==> config.mk <==
export PLATFORM = sky130hd
export DESIGN_NAME = pe_mem_driver_flat
export DESIGN_NICKNAME = d
export VERILOG_FILES = /design/src/rtl/pe_mem_driver_pkg.sv /design/src/rtl/pe_mem_driver_if.sv /design/src/rtl/pe_scratch.sv /design/src/rtl/pe_mem_driver.sv /design/src/flat_wrapper.sv
export SDC_FILE = /design/constraint.sdc
export NUM_CORES = 1
export LEC_CHECK = 0
export BUFFER_PORTS_ARGS = -buffer_cell sky130_fd_sc_hd__buf_2
export CAP_MARGIN = 15
export CORE_AREA = 2 2 100 102
export DETAILED_ROUTE_END_ITERATION = 16
export DIE_AREA = 0 0 102 104
export MAX_ROUTING_LAYER = met4
export PLACE_DENSITY = 0.87
export SKIP_LAST_GASP = 1
export SYNTH_ARGS = -nofsm -noshare
export SYNTH_HDL_FRONTEND = slang
export SYNTH_SLANG_ARGS = --single-unit
==> constraint.sdc <==
create_clock -name clk -period 4.41 [get_ports clk]
set_input_delay 1.1025 -clock clk [delete_from_list [all_inputs] [get_ports clk]]
set_output_delay 1.1025 -clock clk [all_outputs]
set_load 0.005 [all_outputs]
==> src/rtl/pe_mem_driver_pkg.sv <==
// pe_mem_driver_pkg: shared sizes, FSM states and a range helper
// for the PE memory driver and its scratch store.
package pe_mem_driver_pkg;

  localparam int DATA_SIZE        = 8;
  localparam int BIGGER_DATA_SIZE = 10;
  localparam int FILTER_W         = 3;
  localparam int IFMAP_MAX        = 8;
  localparam int ADDR_W           = 3;
  localparam int LEN_W            = 4;
  localparam int IDX_W            = 3;

  typedef enum logic [2:0] {
    IDLE,
    STREAM,
    WAIT,
    OUT,
    DONE
  } state_t;

  function automatic logic in_range(
    input int v,
    input int lo,
    input int hi
  );
    return (v >= lo) && (v <= hi);
  endfunction

endpackage

==> src/rtl/pe_mem_driver_if.sv <==
// pe_mem_driver_if: PE tap/psum wires plus the result stream.
// master/mem = driver side, slave = PE and result sink side.
interface pe_mem_driver_if;
  import pe_mem_driver_pkg::*;

  logic signed [DATA_SIZE-1:0]        filter_i;
  logic signed [DATA_SIZE-1:0]        ifmap_i;
  logic signed [BIGGER_DATA_SIZE-1:0] psum_i;
  logic signed [BIGGER_DATA_SIZE-1:0] psum_o;
  logic                               psum_valid_o;
  logic                               out_valid;
  logic                               out_ready;
  logic signed [BIGGER_DATA_SIZE-1:0] out_data;
  logic [IDX_W-1:0]                   out_idx;

  modport master (
    output filter_i, ifmap_i, psum_i,
    output out_valid, out_data, out_idx,
    input  psum_o, psum_valid_o, out_ready
  );

  modport mem (
    output filter_i, ifmap_i, psum_i,
    output out_valid, out_data, out_idx,
    input  psum_o, psum_valid_o, out_ready
  );

  modport slave (
    input  filter_i, ifmap_i, psum_i,
    input  out_valid, out_data, out_idx,
    output psum_o, psum_valid_o, out_ready
  );

endinterface

==> src/rtl/pe_scratch.sv <==
// pe_scratch: filter and ifmap scratch arrays.
// Ports: i_we/i_sel/i_addr/i_wdata write (sync); i_f_raddr and
// i_i_raddr read (async) to o_f_rdata/o_i_rdata; rst clears (async).
module pe_scratch #(
  parameter int DATA_SIZE = 8,
  parameter int FILTER_W  = 3,
  parameter int IFMAP_MAX = 8,
  parameter int ADDR_W    = 3,
  parameter int TAP_W     = 2
) (
  input  logic                        clk,
  input  logic                        rst,
  input  logic                        i_we,
  input  logic                        i_sel,
  input  logic [ADDR_W-1:0]           i_addr,
  input  logic signed [DATA_SIZE-1:0] i_wdata,
  input  logic [TAP_W-1:0]            i_f_raddr,
  input  logic [ADDR_W-1:0]           i_i_raddr,
  output logic signed [DATA_SIZE-1:0] o_f_rdata,
  output logic signed [DATA_SIZE-1:0] o_i_rdata
);

  logic signed [DATA_SIZE-1:0] r_filter [FILTER_W];
  logic signed [DATA_SIZE-1:0] r_ifmap  [IFMAP_MAX];

  logic w_f_we;
  logic w_i_we;

  // out-of-range filter addresses are dropped silently
  assign w_f_we = i_we && !i_sel
               && (int'(i_addr) < FILTER_W);
  assign w_i_we = i_we && i_sel
               && (int'(i_addr) < IFMAP_MAX);

  always_ff @(posedge clk or posedge rst) begin
    if (rst) begin
      for (int i = 0; i < FILTER_W; i++)
        r_filter[i] <= '0;
      for (int i = 0; i < IFMAP_MAX; i++)
        r_ifmap[i] <= '0;
    end else begin
      if (w_f_we)
        r_filter[i_addr[TAP_W-1:0]] <= i_wdata;
      if (w_i_we)
        r_ifmap[i_addr] <= i_wdata;
    end
  end

  assign o_f_rdata = (int'(i_f_raddr) < FILTER_W)
                   ? r_filter[i_f_raddr] : '0;
  assign o_i_rdata = (int'(i_i_raddr) < IFMAP_MAX)
                   ? r_ifmap[i_i_raddr] : '0;

endmodule

==> src/rtl/pe_mem_driver.sv <==
// pe_mem_driver: streams filter/ifmap taps into one PE per window,
// collects each psum and emits it on a valid/ready result stream.
// Ports: clk, rst (async high); cfg_* scratch writes (IDLE only);
// ifmap_len, psum_bias, start in; busy, done, err out;
// bus (mem modport): PE taps, psum_i, PE psum return, result stream.
module pe_mem_driver #(
  parameter int DATA_SIZE        = pe_mem_driver_pkg::DATA_SIZE,
  parameter int BIGGER_DATA_SIZE = pe_mem_driver_pkg::BIGGER_DATA_SIZE,
  parameter int FILTER_W         = pe_mem_driver_pkg::FILTER_W,
  parameter int IFMAP_MAX        = pe_mem_driver_pkg::IFMAP_MAX
) (
  input  logic                               clk,
  input  logic                               rst,
  input  logic                               cfg_we,
  input  logic                               cfg_sel,
  input  logic [2:0]                         cfg_addr,
  input  logic signed [DATA_SIZE-1:0]        cfg_data,
  input  logic [3:0]                         ifmap_len,
  input  logic signed [BIGGER_DATA_SIZE-1:0] psum_bias,
  input  logic                               start,
  output logic                               busy,
  output logic                               done,
  output logic                               err,
  pe_mem_driver_if.mem                       bus
);
  import pe_mem_driver_pkg::*;

  localparam int TAP_W = $clog2(FILTER_W + 1);

  state_t r_state;
  state_t w_state_nx;

  logic [IDX_W-1:0]                   r_k;
  logic [IDX_W-1:0]                   w_k_nx;
  logic [TAP_W-1:0]                   r_t;
  logic [TAP_W-1:0]                   w_t_nx;
  logic [LEN_W-1:0]                   r_len;
  logic [LEN_W-1:0]                   w_len_nx;
  logic signed [BIGGER_DATA_SIZE-1:0] r_result;
  logic signed [BIGGER_DATA_SIZE-1:0] w_result_nx;
  logic                               r_err;
  logic                               w_err_nx;

  logic                        w_cfg_we;
  logic                        w_len_ok;
  logic                        w_last_tap;
  logic [IDX_W-1:0]            w_last_k;
  logic [ADDR_W-1:0]           w_i_raddr;
  logic signed [DATA_SIZE-1:0] w_f_rdata;
  logic signed [DATA_SIZE-1:0] w_i_rdata;

  assign w_cfg_we   = cfg_we && (r_state == IDLE);
  assign w_len_ok   = in_range(int'(ifmap_len),
                               FILTER_W, IFMAP_MAX);
  assign w_last_tap = (r_t == TAP_W'(FILTER_W - 1));
  // index of the final window: len - FILTER_W
  assign w_last_k   = IDX_W'(r_len - LEN_W'(FILTER_W));
  assign w_i_raddr  = ADDR_W'(r_k) + ADDR_W'(r_t);

  pe_scratch #(
    .DATA_SIZE (DATA_SIZE),
    .FILTER_W  (FILTER_W),
    .IFMAP_MAX (IFMAP_MAX),
    .ADDR_W    (ADDR_W),
    .TAP_W     (TAP_W)
  ) u_scratch (
    .clk       (clk),
    .rst       (rst),
    .i_we      (w_cfg_we),
    .i_sel     (cfg_sel),
    .i_addr    (cfg_addr),
    .i_wdata   (cfg_data),
    .i_f_raddr (r_t),
    .i_i_raddr (w_i_raddr),
    .o_f_rdata (w_f_rdata),
    .o_i_rdata (w_i_rdata)
  );

  always_ff @(posedge clk or posedge rst) begin
    if (rst) begin
      r_state  <= IDLE;
      r_k      <= '0;
      r_t      <= '0;
      r_len    <= '0;
      r_result <= '0;
      r_err    <= 1'b0;
    end else begin
      r_state  <= w_state_nx;
      r_k      <= w_k_nx;
      r_t      <= w_t_nx;
      r_len    <= w_len_nx;
      r_result <= w_result_nx;
      r_err    <= w_err_nx;
    end
  end

  always_comb begin
    w_state_nx  = r_state;
    w_k_nx      = r_k;
    w_t_nx      = r_t;
    w_len_nx    = r_len;
    w_result_nx = r_result;
    w_err_nx    = r_err;
    unique case (r_state)
      IDLE: begin
        if (start) begin
          w_len_nx = ifmap_len;
          w_k_nx   = '0;
          w_t_nx   = '0;
          if (w_len_ok) begin
            w_state_nx = STREAM;
            w_err_nx   = 1'b0;
          end else begin
            w_state_nx = DONE;
            w_err_nx   = 1'b1;
          end
        end
      end
      STREAM: begin
        if (w_last_tap)
          w_state_nx = WAIT;
        else
          w_t_nx = r_t + TAP_W'(1);
      end
      WAIT: begin
        // psum_valid is only honoured here
        if (bus.psum_valid_o) begin
          w_result_nx = bus.psum_o;
          w_state_nx  = OUT;
        end
      end
      OUT: begin
        if (bus.out_ready) begin
          if (r_k == w_last_k) begin
            w_state_nx = DONE;
          end else begin
            w_k_nx     = r_k + IDX_W'(1);
            w_t_nx     = '0;
            w_state_nx = STREAM;
          end
        end
      end
      DONE: begin
        w_state_nx = IDLE;
        w_err_nx   = 1'b0;
      end
      default: w_state_nx = IDLE;
    endcase
  end

  assign busy = (r_state != IDLE);
  assign done = (r_state == DONE);
  assign err  = done && r_err;

  assign bus.filter_i  = (r_state == STREAM)
                       ? w_f_rdata : '0;
  assign bus.ifmap_i   = (r_state == STREAM)
                       ? w_i_rdata : '0;
  assign bus.psum_i    = psum_bias;
  assign bus.out_valid = (r_state == OUT);
  assign bus.out_data  = r_result;
  assign bus.out_idx   = r_k;

endmodule

==> src/flat_wrapper.sv <==
// flat-port wrapper written by rule: the top's interface ports become plain ports
module pe_mem_driver_flat import pe_mem_driver_pkg::*;
#(
  parameter int DATA_SIZE        = pe_mem_driver_pkg::DATA_SIZE,
  parameter int BIGGER_DATA_SIZE = pe_mem_driver_pkg::BIGGER_DATA_SIZE,
  parameter int FILTER_W         = pe_mem_driver_pkg::FILTER_W,
  parameter int IFMAP_MAX        = pe_mem_driver_pkg::IFMAP_MAX
)
  (clk, rst, cfg_we, cfg_sel, cfg_addr, cfg_data, ifmap_len, psum_bias, start, busy, done, err, bus_filter_i, bus_ifmap_i, bus_psum_i, bus_out_valid, bus_out_data, bus_out_idx, bus_psum_o, bus_psum_valid_o, bus_out_ready);
  pe_mem_driver_if bus_i ();
  input  logic clk;
  input  logic rst;
  input  logic cfg_we;
  input  logic cfg_sel;
  input  logic [2:0] cfg_addr;
  input  logic signed [DATA_SIZE-1:0] cfg_data;
  input  logic [3:0] ifmap_len;
  input  logic signed [BIGGER_DATA_SIZE-1:0] psum_bias;
  input  logic start;
  output logic busy;
  output logic done;
  output logic err;
  output wire logic [$bits(bus_i.filter_i)-1:0] bus_filter_i;
  output wire logic [$bits(bus_i.ifmap_i)-1:0] bus_ifmap_i;
  output wire logic [$bits(bus_i.psum_i)-1:0] bus_psum_i;
  output wire logic [$bits(bus_i.out_valid)-1:0] bus_out_valid;
  output wire logic [$bits(bus_i.out_data)-1:0] bus_out_data;
  output wire logic [$bits(bus_i.out_idx)-1:0] bus_out_idx;
  input wire logic [$bits(bus_i.psum_o)-1:0] bus_psum_o;
  input wire logic [$bits(bus_i.psum_valid_o)-1:0] bus_psum_valid_o;
  input wire logic [$bits(bus_i.out_ready)-1:0] bus_out_ready;
  assign bus_filter_i = bus_i.filter_i;
  assign bus_ifmap_i = bus_i.ifmap_i;
  assign bus_psum_i = bus_i.psum_i;
  assign bus_out_valid = bus_i.out_valid;
  assign bus_out_data = bus_i.out_data;
  assign bus_out_idx = bus_i.out_idx;
  assign bus_i.psum_o = bus_psum_o;
  assign bus_i.psum_valid_o = bus_psum_valid_o;
  assign bus_i.out_ready = bus_out_ready;
  pe_mem_driver #(.DATA_SIZE(DATA_SIZE), .BIGGER_DATA_SIZE(BIGGER_DATA_SIZE), .FILTER_W(FILTER_W), .IFMAP_MAX(IFMAP_MAX)) u_core (.clk(clk), .rst(rst), .cfg_we(cfg_we), .cfg_sel(cfg_sel), .cfg_addr(cfg_addr), .cfg_data(cfg_data), .ifmap_len(ifmap_len), .psum_bias(psum_bias), .start(start), .busy(busy), .done(done), .err(err), .bus(bus_i));
endmodule
* Word level (Yosys, flattened, before mapping) *
Cells that the tools add are included.

word-level totals
  bits in registers = 110
  bits of input ports = 42
  output and inout bits = 43
  word-level logic and storage cells = 101

cells by class
  add/subtract/negate cells = 4
  magnitude comparators = 10
  equal/unequal tests = 12
  muxes and demuxes = 34
  bitwise gates (word level) = 4
  reductions and logical operators = 20

operator list
  cell                count
  $mux 8              9
  $bwmux 64           1
  $mux 3              9
  $bmux 8 s3          1
  $bwmux 24           1
  $demux 8 s3         1
  $bmux 8 s2          1
  $demux 8 s2         1
  $pmux 3 s4          1
  $ge 4x4->1 const B  2
  $logic_and 1x1->1   8
  $mux 2              4
  $ne 2x2->1 const B  4
  $not 3->4           2
  $reduce_and 4->1    2
  $eq 3x2->1 const B  2
  $ge 3x3->1 const B  2
  $not 2->3           2
  $pmux 2 s3          1
  $pmux 3 s2          1
  $reduce_and 2->1    3
  $reduce_bool 3->1   2
  $reduce_and 5->1    1
  $ge 4x2->1 const B  1
  other kinds (19)    22

* Longest topological paths before layout *
Gate-level depths: netlist of the first run.

  depth after elaboration = 6
  gate-level depth with buffers = 8
  depth with buffers taken out = 6

* Cells and area by module *
A second synthesis of the first run with hierarchy kept.

second synthesis, totals
  cells, all modules = 395
  area, all modules = 5,431.5 µm²

by module, submodules not included
  module         times used  cells an instance  area an instance (µm²)  seq. area each (µm²)
  pe_scratch     1           265                4,037.6                 2,202.1
  pe_mem_driver  1           130                1,393.8                 550.5

* Worst setup path after synthesis of the first run *
No wires, ideal clock.

  kind = reg-to-output
  from = reg u_core.r_t[1]
  to = out bus_ifmap_i[3]
  arrival time = 2.873 ns
  data required time = 3.308 ns
  setup slack = 0.434 ns
  cell stages (with the launch flop) = 9
  path buffers = 3
  path through = dfrtp_1 -> clkbuf_1 -> inv_1 -> fa_1 -> clkbuf_1 -> buf_1 -> mux4_2 -> nand2_1 -> a21oi_1

on the way
  cells in the longest elaborated chain, start to end = 6

ends and longest elaborated chain
  what                                       RTL line              source
  start: declaration                         pe_mem_driver.sv:35   logic [TAP_W-1:0] r_t;
  start signal: assignment                   pe_mem_driver.sv:90   r_t <= w_t_nx;
  $add 3x2->3                                pe_mem_driver.sv:58   assign w_i_raddr = ADDR_W'(r_k) + ADDR_W'(r_t);
  $not 3->4 (implied by the code)            pe_scratch.sv:52      ? r_ifmap[i_i_raddr] : '0;
  $bmux 8 s3                                 pe_scratch.sv:52
  $mux 8 (implied by the code) (2 in a row)  pe_scratch.sv:52
  $mux 8                                     pe_mem_driver.sv:158  ? w_i_rdata : '0;
  end: declaration                           flat_wrapper.sv:24    output wire logic [$bits(bus_i.ifmap_i)-1:0] bus_ifmap_i;

No other way between the ends. The select of a mux whose other input is x is not followed.

* Worst setup path after layout of the first run *
  from = reg u_core.r_t[1]
  to = out bus_ifmap_i[0]

The elaborated chain is that of the path after synthesis.

==> results of run 1 <==
power by group through the flow:
stage	logic, mW	registers [mW]	clock network [mW]
3_5_place_dp	1.50	1.71	0
3_3_place_gp	1.44	1.67	0
4_1_cts	1.52	1.69	0.698
6_report	1.50	1.70	0.686
2_1_floorplan	1.20	1.59	0
5_1_grt	1.65	1.75	0.736
critical path: cells and delay by family, from the launching register on:
kind / cells / cell delay, ps
fa+ha+maj: 1 / 540
mux: 1 / 560
buf+inv: 3 / 590
flops: 1 / 710
compound gates: 1 / 70
simple gates: 1 / 80
layout make-up:
| type | count | area (um2) | share of cell area [%] |
|---|---|---|---|
| clock buffer | 10 | 138 | 2.32 |
| clock inverter | 6 | 90.1 | 1.52 |
| inverter | 11 | 43.8 | 0.737 |
| multi-input combinational | 253 | 2390 | 40.2 |
| sequential | 110 | 2750 | 46.3 |
| tap | 133 | 166 | 2.80 |
| timing repair buffer | 70 | 365 | 6.15 |
flip-flops by register name (all words and copies together), names as in the netlist:
register,cells
u_core.u_scratch.r_ifmap,64
u_core.r_err,1
u_core.u_scratch.r_filter,24
u_core.r_t,2
u_core.bus.out_idx,3
u_core.bus.out_data,10
u_core.r_state,3
u_core.r_len,3
cell usage in the layout, fill, tap and decap left out, drive strengths merged, types with 9 or more instances in the layout:
master / count
dfrtp: 110
mux2: 103
buf: 69
nor2: 26
nand2: 23
a21oi: 19
mux4: 16
inv: 13
clkbuf: 11
mux2i: 9
cells by family (layout without fill, tap and decap cells):
| kind of cell | after synthesis | count (layout) | share of synthesized area, % |
|---|---|---|---|
| mux | 128 | 128 | 30.2 |
| flops | 110 | 110 | 51.6 |
| simple gates | 85 | 85 | 8.65 |
| buf+inv | 44 | 97 | 3.82 |
| compound gates | 29 | 29 | 3.19 |
| fa+ha+maj | 6 | 6 | 1.55 |
| xor+xnor | 5 | 5 | 1.08 |
path summary, 6_finish.rpt:
check,slack (ps),start,end,cells past startpoint
setup / recovery,360,u_core.r_t[1],bus_ifmap_i[0],7
hold reg to reg,510,u_core.u_scratch.r_ifmap[24],u_core.u_scratch.r_ifmap[24],1
hold / removal,510,u_core.u_scratch.r_ifmap[24],u_core.u_scratch.r_ifmap[24],1
setup reg to reg,1700,u_core.r_state[0],u_core.u_scratch.r_ifmap[30],4
max in group asynchronous,2710,rst,u_core.u_scratch.r_filter[18],3
min in group asynchronous,850,rst,u_core.bus.out_data[0],2
metal layers:
metal  wire length (um)  global-route usage, %
met5                  0                      -
met4                206                   9.05
met3                392                   4.23
met2               5860                   36.5
met1               4640                   29.3
through the flow:
stage	instances	utilization [%]
2_1_floorplan	407	-
6_report	593	62.3
3_3_place_gp	576	59.8
3_5_place_dp	576	59.8
5_1_grt	593	62.3
4_1_cts	592	62.2
==> flow_metrics.tcl, run 1 <==
set metrics [dict create \
    via_count 3402 \
    syn_to_final_growth_pct 11.3 \
    track_usage_pct 23.0 \
    clk_pin_slew_worst_paths_ps 100 \
    critPathMaxStageDelay_ps 710 \
    first_iter_violations 243 \
    cp_max_fo 16 \
    vias_per_cell 5.74 \
    cp_slowest_cell "dfrtp_1" \
    wl_per_cell_um 18.7 \
    dpl-instance-area_mm2 0.00571 \
    drt_wl_total_um 11100 \
    yosysTopAreaCell "dfrtp_1" \
    maxCapViolCount 0 \
    p_int_mw 2.60 \
    ctsHoldBuffers 0 \
    final-hold-violation-count 0 \
    ant_nets 0 \
    cts_tree "yes" \
    synth_async_sr_flop_share_pct 100 \
    path_cells "inv_1, fa_1, buf_4, mux4_2, nand2_1, a21oi_1, buf_2" \
    p_leak_nw 2.79 \
    yosysWarnings 0 \
    final_area_mm2 0.00594 \
    synthMostInstantiatedCell "dfrtp_1" \
    dr.pass1.iters 4 \
    coreArea_mm2 0.00955 \
    worstPathRequired_ps 3310 \
    gp_congestion 0.790 \
    p_total_mw 3.88 \
    fin_crit_sh_pct 91.8 \
    period_needed_ps 4050 \
    clk_latency_ps 380 \
    ys_seq_area_share_pct 51.6 \
    cp-start-kind "flip-flop" \
    pre_cts_ws_ps 786 \
    critPathKind "flip-flop to primary output" \
    globalRoute.totalOverflow 0 \
    ir_drop_mv 0.242 \
    cts_setup_buffers 0 \
    setup_viol 0 \
    start_util_pct 55.9 \
    synth_area_per_cell_um2 13.1 \
    power_frac_seq_pct 43.7 \
    syn-instance-count 407 \
    fillers 725 \
    ys_ff_latch 110 \
    ys_types 41 \
    end_kind "primary output" \
    synthTopCellsByArea "dfrtp_1, mux2_2, mux4_2, a21oi_1, nor2_1" \
    grt_first_pass_wirelength_um 17900 \
    powerDensity_mw_per_mm2 653 \
    cts_buffers 9 \
    status "finished, final reports clean" \
    synth_edf_count 0 \
    grt_pass1_vias 3491 \
    drv_slew 0 \
    rsz0062_at_grt "false" \
    fin_hold_ws_ps 506 \
    final_nets 503 \
    syn-num-nets 455 \
    htree_levels 3 \
    crit_arrival_ps 2950 \
    drive_gt1_share_pct 46.1 \
    ys.flop_type "dfrtp_1" \
    antenna_found_initial 0 \
    setup_slack_ps 360 \
    p_switching_mw 1.29 \
    clkSinkCount 110 \
    row_count 36 \
    antenna_cells 0 \
    syn_area_mm2 0.00534 \
    final.setup_skew_ps 11.7 \
    port_buffers 64 \
    grt_max_degree 62 \
    cts_resized 0 \
    fmax_ghz 0.247 \
    max_slew_margin_pct 47.4 \
    comb_power_share_pct 38.6 \
    die_area_mm2 0.0106 \
    worst_pin_slew_ps 789 \
    die_y_um 104 \
    cts_root_buf "clkbuf_8" \
    pwr-share-clk_pct 17.6 \
    min_path_type "flip-flop to flip-flop" \
    cts_buffer_depth 2 \
    fin_tns_setup_ps 0 \
    drc_errors 0 \
    p_sw_share_pct 33.2 \
    yosysTopAreaCellShare_pct 51.6 \
    die_w_um 102 \
    synth_commonest_cells "dfrtp_1, mux2_2, nor2_1, nand2_1, clkbuf_1" \
    hpwl_um 7580 \
    ios 85 \
]
Power figures use the tool's default switching activity.
==> run 2: changes to the inputs <==
--- a/config.mk
+++ b/config.mk
@@ -7,11 +7,13 @@
 export LEC_CHECK = 0
 export BUFFER_PORTS_ARGS = -buffer_cell sky130_fd_sc_hd__buf_2
 export CAP_MARGIN = 15
-export CORE_AREA = 2 2 100 102
+export CELL_PAD_IN_SITES_DETAIL_PLACEMENT = 1
+export CELL_PAD_IN_SITES_GLOBAL_PLACEMENT = 1
+export CORE_AREA = 2 2 121 123
 export DETAILED_ROUTE_END_ITERATION = 16
-export DIE_AREA = 0 0 102 104
+export DIE_AREA = 0 0 123 125
 export MAX_ROUTING_LAYER = met4
-export PLACE_DENSITY = 0.87
+export PLACE_DENSITY = 0.76
 export SKIP_LAST_GASP = 1
 export SYNTH_ARGS = -nofsm -noshare
 export SYNTH_HDL_FRONTEND = slang
==> run 2 against run 1 <==
Compared with the run above: total power rose by 7.8%; final area up 3.7%; utilization fell by 19 points; global-route usage decreased by 5.3 points; die area is 45% higher; cell count rose by 8.8%; via count is 0.47% lower; clock skew decreased by 7.1 ps; largest power group unchanged.
==> flow_metrics.tcl, run 2 (same netlist as run 1, synthesis figures left out) <==
set metrics [dict create \
    worstPathRequired_ps 3310 \
    clk_pin_slew_worst_paths_ps 70 \
    drc_errors 0 \
    final_cell_mix "dfrtp_1, mux2_2, buf_2, nor2_1, nand2_1" \
    critPathBufInv 3 \
    hpwl_um 8670 \
    port_buffers 64 \
    cts_tree "yes" \
    cts_buffers 9 \
    vias_per_cell 5.25 \
    antenna_cells 0 \
    antenna_found_initial 0 \
    max_slew_margin_pct 22.4 \
    rsz0062_at_grt "false" \
    hp-start "u_core.u_scratch.r_ifmap[7]" \
    largest_reg_flops 64 \
    setup_viol 0 \
    min_path_type "flip-flop to flip-flop" \
    dr.pass1.iters 4 \
    cp-start-kind "flip-flop" \
    p_leak_nw 2.86 \
    die_y_um 125 \
    finalNonFillerCells 645 \
    grt_first_pass_wirelength_um 20200 \
    ant_nets 0 \
    clk_latency_ps 360 \
    startpoint "u_core.r_t[0]" \
    worst_pin_slew_ps 1160 \
    cts_root_buf "clkbuf_16" \
    ir_drop_mv 0.301 \
    drive_gt1_share_pct 46.2 \
    die_area_mm2 0.0154 \
    status "finished, final reports clean" \
    met1_length_um 5480 \
    placed_cells 628 \
    period_needed_ps 4000 \
    syn_to_final_growth_pct 15.5 \
    grt_max_degree 88 \
    cts_setup_buffers 0 \
    maxCapViolCount 0 \
    gp_congestion 0.760 \
    final-hold-violation-count 0 \
    cts_resized 0 \
    rr_startpoint "u_core.r_state[0]" \
    wl_per_cell_um 19.3 \
    grt_pass1_vias 3796 \
    cp_slowest_cell "dfrtp_1" \
    wl_met2_um 6300 \
    via_count 3386 \
    end_kind "primary output" \
    dpl-instance-area_mm2 0.00578 \
    powerDensity_mw_per_mm2 679 \
    fillers 1507 \
    cp_max_fo 16 \
    fin_tns_setup_ps 0 \
    globalRoute.totalOverflow 0 \
    first_iter_violations 117 \
    crit_arrival_ps 2900 \
    drv_slew 0 \
    final.setup_skew_ps 4.56 \
    met3_length_um 422 \
    fin_crit_sh_pct 90.8 \
    start_util_pct 37.6 \
    fmax_ghz 0.250 \
    p_total_mw 4.19 \
    drt_wl_total_um 12400 \
    htree_levels 3 \
    regMostFlops "u_core.u_scratch.r_ifmap" \
    critPathMaxStageDelay_ps 610 \
    die_w_um 123 \
    clkSinkCount 110 \
    track_usage_pct 17.7 \
    cts_buffer_depth 2 \
    coreArea_mm2 0.0142 \
    ios 85 \
    final_area_mm2 0.00616 \
    final_nets 504 \
    path_cells "ha_1, inv_1, fa_1, buf_4, mux4_2, nand2_1, a21oi_1, buf_2" \
    highest_layer "met4" \
    critPathKind "flip-flop to primary output" \
    fin_util_pct 43.4 \
    final_common_cell "dfrtp_1" \
    row_count 44 \
    ctsHoldBuffers 0 \
    worst_path_dominant_cell_family "adder cells" \
]
run 2: cell count changes in the layout (fill, tap and decap cells not counted):
cell	before	now
clkinv_4	0	1
clkbuf_4	1	0
clkbuf_16	0	9
clkinv_2	1	0
clkbuf_8	10	1
inv_8	0	1
bufinv_16	2	3
buf_16	0	1
buf_4	5	6
inv_6	2	0
run 2: layout make-up:
type | count | area [um2] | area share, %
multi-input combinational | 253 | 2390 | 38.7
inverter | 11 | 43.8 | 0.710
clock inverter | 6 | 118 | 1.91
tap | 184 | 230 | 3.73
clock buffer | 10 | 239 | 3.88
sequential | 110 | 2750 | 44.7
timing repair buffer | 71 | 393 | 6.37
run 2: layer usage:
metal	vias to the layer above	global-route usage, %
met3	15	3.10
met4	0	6.08
li1	1542	-
met5	-	-
met1	1769	21.7
met2	60	29.3
run 2: worst reg2reg max path: stages, from the launching register on:
cell     delay, ps
dfrtp_1        520
or3b_1         460
or4_1          600
nor3b_4        580
mux2_2         410
run 2: where the power goes:
group          switching [mW]  internal [mW]
Sequential              0.286           1.42
Combinational           0.681          0.846
Clock                   0.382          0.576
Total                    1.35           2.84
run 2: path summary, 6_finish.rpt:
kind / end / slack (ps) / depth (start not counted)
max in group asynchronous: u_core.u_scratch.r_filter[0] / 2830 / 4
max reg2reg: u_core.u_scratch.r_ifmap[25] / 1730 / 4
max: bus_ifmap_i[7] / 410 / 8
min: u_core.u_scratch.r_ifmap[7] / 510 / 1
min in group asynchronous: u_core.u_scratch.r_filter[23] / 770 / 2
min reg2reg: u_core.u_scratch.r_ifmap[7] / 510 / 1
run 2: through the flow:
step           setup slack (ps)  hold WS [ps]
6_report                    406           506
5_1_grt                     234           518
4_1_cts                     378           508
3_5_place_dp                788           492
3_3_place_gp                813           467
2_1_floorplan               405           453
==> run 3: changes to the inputs <==
--- a/config.mk
+++ b/config.mk
@@ -5,15 +5,15 @@
 export SDC_FILE = /design/constraint.sdc
 export NUM_CORES = 1
 export LEC_CHECK = 0
+export ABC_AREA = 1
 export BUFFER_PORTS_ARGS = -buffer_cell sky130_fd_sc_hd__buf_2
-export CAP_MARGIN = 15
 export CELL_PAD_IN_SITES_DETAIL_PLACEMENT = 1
 export CELL_PAD_IN_SITES_GLOBAL_PLACEMENT = 1
-export CORE_AREA = 2 2 121 123
+export CORE_AREA = 2 2 123 125
 export DETAILED_ROUTE_END_ITERATION = 16
-export DIE_AREA = 0 0 123 125
+export DIE_AREA = 0 0 125 127
 export MAX_ROUTING_LAYER = met4
-export PLACE_DENSITY = 0.76
+export PLACE_DENSITY = 0.81
 export SKIP_LAST_GASP = 1
 export SYNTH_ARGS = -nofsm -noshare
 export SYNTH_HDL_FRONTEND = slang
==> run 3 against run 2 <==
Compared with the run above: sequential cell count stayed put; largest power group unchanged; synthesized cell count is 58% higher; combinational power is 12% higher; first-iteration DRC count grew to 2.7 times the previous value; largest cell class unchanged; clock skew is 5.0 ps higher; cell count is 36% higher; critical path depth is 1 higher.
==> flow_metrics.tcl, run 3 <==
set metrics [dict create \
    htree_levels 3 \
    setup_slack_ps 599 \
    synth_async_sr_flop_share_pct 100 \
    wl_per_cell_um 17.4 \
    track_usage_pct 20.8 \
    p_total_mw 4.34 \
    coreArea_mm2 0.0144 \
    final_common_cell "nand2_1" \
    status "finished, final reports clean" \
    gp_congestion 0.838 \
    ios 85 \
    antenna_found_initial 1 \
    synth_edf_count 0 \
    grt_first_pass_wirelength_um 25200 \
    rsz0062_at_grt "false" \
    worstPathRequired_ps 3310 \
    synthMostInstantiatedCell "nand2_1" \
    cts_buffer_depth 2 \
    syn-num-nets 693 \
    cts_resized 0 \
    fmax_ghz 0.262 \
    maxCapViolCount 0 \
    ys_seq_area_share_pct 49.5 \
    cts_root_buf "clkbuf_16" \
    row_count 44 \
    ant_nets 0 \
    max_slew_margin_pct 37.6 \
    drv_slew 0 \
    synthTopCellsByArea "dfrtp_1, nand2_1, o21ai_1, o21ai_2, a21oi_1" \
    period_needed_ps 3810 \
    cp_max_fo 32 \
    cts_setup_buffers 0 \
    fillers 1746 \
    cts_buffers 9 \
    globalRoute.totalOverflow 0 \
    die_area_mm2 0.0159 \
    drt_wl_total_um 15400 \
    regArea_mm2 0.00275 \
    vias_per_cell 5.16 \
    ir_drop_mv 0.240 \
    ys.flop_type "dfrtp_1" \
    final_nets 738 \
    fin_crit_sh_pct 86.4 \
    dr.pass1.iters 4 \
    cp-start-kind "flip-flop" \
    powerDensity_mw_per_mm2 697 \
    regMostFlops "u_core.u_scratch.r_ifmap" \
    first_iter_violations 315 \
    synth_area_per_cell_um2 8.62 \
    via_count 4540 \
    setup_viol 0 \
    worst_pin_slew_ps 936 \
    yosysWarnings 0 \
    final.setup_skew_ps 9.57 \
    port_buffers 64 \
    finalNonFillerCells 880 \
    die_w_um 125 \
    drc_errors 0 \
    critPathKind "flip-flop to primary output" \
    synth_commonest_cells "nand2_1, dfrtp_1, o21ai_1, inv_1, nor2_1" \
    clk_latency_ps 360 \
    die_y_um 127 \
    syn_area_mm2 0.00556 \
    yosysTopAreaCell "dfrtp_1" \
    clkSinkCount 110 \
    hpwl_um 10600 \
    final_cell_mix "nand2_1, dfrtp_1, buf_2, o21ai_1, inv_1" \
    p_leak_nw 3.09 \
    ctsHoldBuffers 0 \
    syn_to_final_growth_pct 11.9 \
    ys_ff_latch 110 \
    grt_max_degree 73 \
    min_path_type "flip-flop to flip-flop" \
    drive_gt1_share_pct 21.3 \
    crit_arrival_ps 2710 \
    pre_cts_ws_ps 1010 \
    syn-instance-count 645 \
    fin_tns_setup_ps 0 \
    cts_tree "yes" \
    start_util_pct 38.5 \
    grt_pass1_vias 4901 \
    end_kind "primary output" \
    multi_input_area_mm2 0.00235 \
    final-hold-violation-count 0 \
    ys_types 32 \
    largest_reg_flops 64 \
    yosysTopAreaCellShare_pct 49.5 \
    placed_cells 863 \
    clk_pin_slew_worst_paths_ps 70 \
]
## run 3: kinds of logic after synthesis
kind of cell	Yosys count	synth area share, %
mux	10	2.03
flops	110	49.5
compound gates	160	17.1
xor+xnor	2	0.315
simple gates	267	21.3
buf+inv	90	8.21
fa+ha+maj	6	1.49
## run 3: power by group
group	total (mW)	switching [mW]	internal (mW)
combinational	1.72	1.06	0.661
sequential	1.75	0.285	1.47
clock	0.867	0.400	0.467
## run 3: critical path, stage by stage, from the launching register on
cell and delay [ps]:
dfrtp_1 590, ha_1 220, inv_1 50, fa_1 480
buf_4 320, a21oi_1 90, o21ai_0 120, a21oi_1 90
nor3_1 210, buf_2 170
## run 3: routing by layer
metal,vias up,GRT usage [%],share of wire [%]
li1,2186,-,-
met1,2228,25.7,43
met2,111,35.2,50
met3,15,3.94,5.4
met4,0,5.75,1.2
met5,-,-,0
## run 3: final timing paths
check                                         startpoint                            end  slack, ps  cells past startpoint
min in group asynchronous                            rst   u_core.u_scratch.r_ifmap[17]        950                      2
hold reg to reg            u_core.u_scratch.r_filter[17]  u_core.u_scratch.r_filter[17]        490                      2
setup / recovery                           u_core.r_t[0]                 bus_ifmap_i[2]        600                      9
setup reg to reg                           u_core.r_t[0]                  u_core.r_t[0]       2390                      8
max in group asynchronous                            rst  u_core.u_scratch.r_filter[17]       2600                      3
hold / removal             u_core.u_scratch.r_filter[17]  u_core.u_scratch.r_filter[17]        490                      2
## run 3: per-stage QoR
step / util [%] / hold slack, ps / area (um2)
2_1_floorplan: - / 446 / 5560
3_3_place_gp: 41.0 / 466 / 5910
3_5_place_dp: 41.0 / 469 / 5910
4_1_cts: 43.1 / 489 / 6220
5_1_grt: 43.2 / 507 / 6220
6_report: 43.2 / 495 / 6220
## run 3: final cells by class
| cell class | instances | area share (%) |
|---|---|---|
| flip-flops and latches | 110 | 44.2 |
| multi-input cells | 445 | 37.8 |
| repair buffers | 70 | 5.87 |
| clock buffers | 10 | 3.84 |
| well taps | 184 | 3.70 |
| inverters | 54 | 3.34 |
| clock inverters | 6 | 1.23 |
| diodes | 1 | 0.0402 |
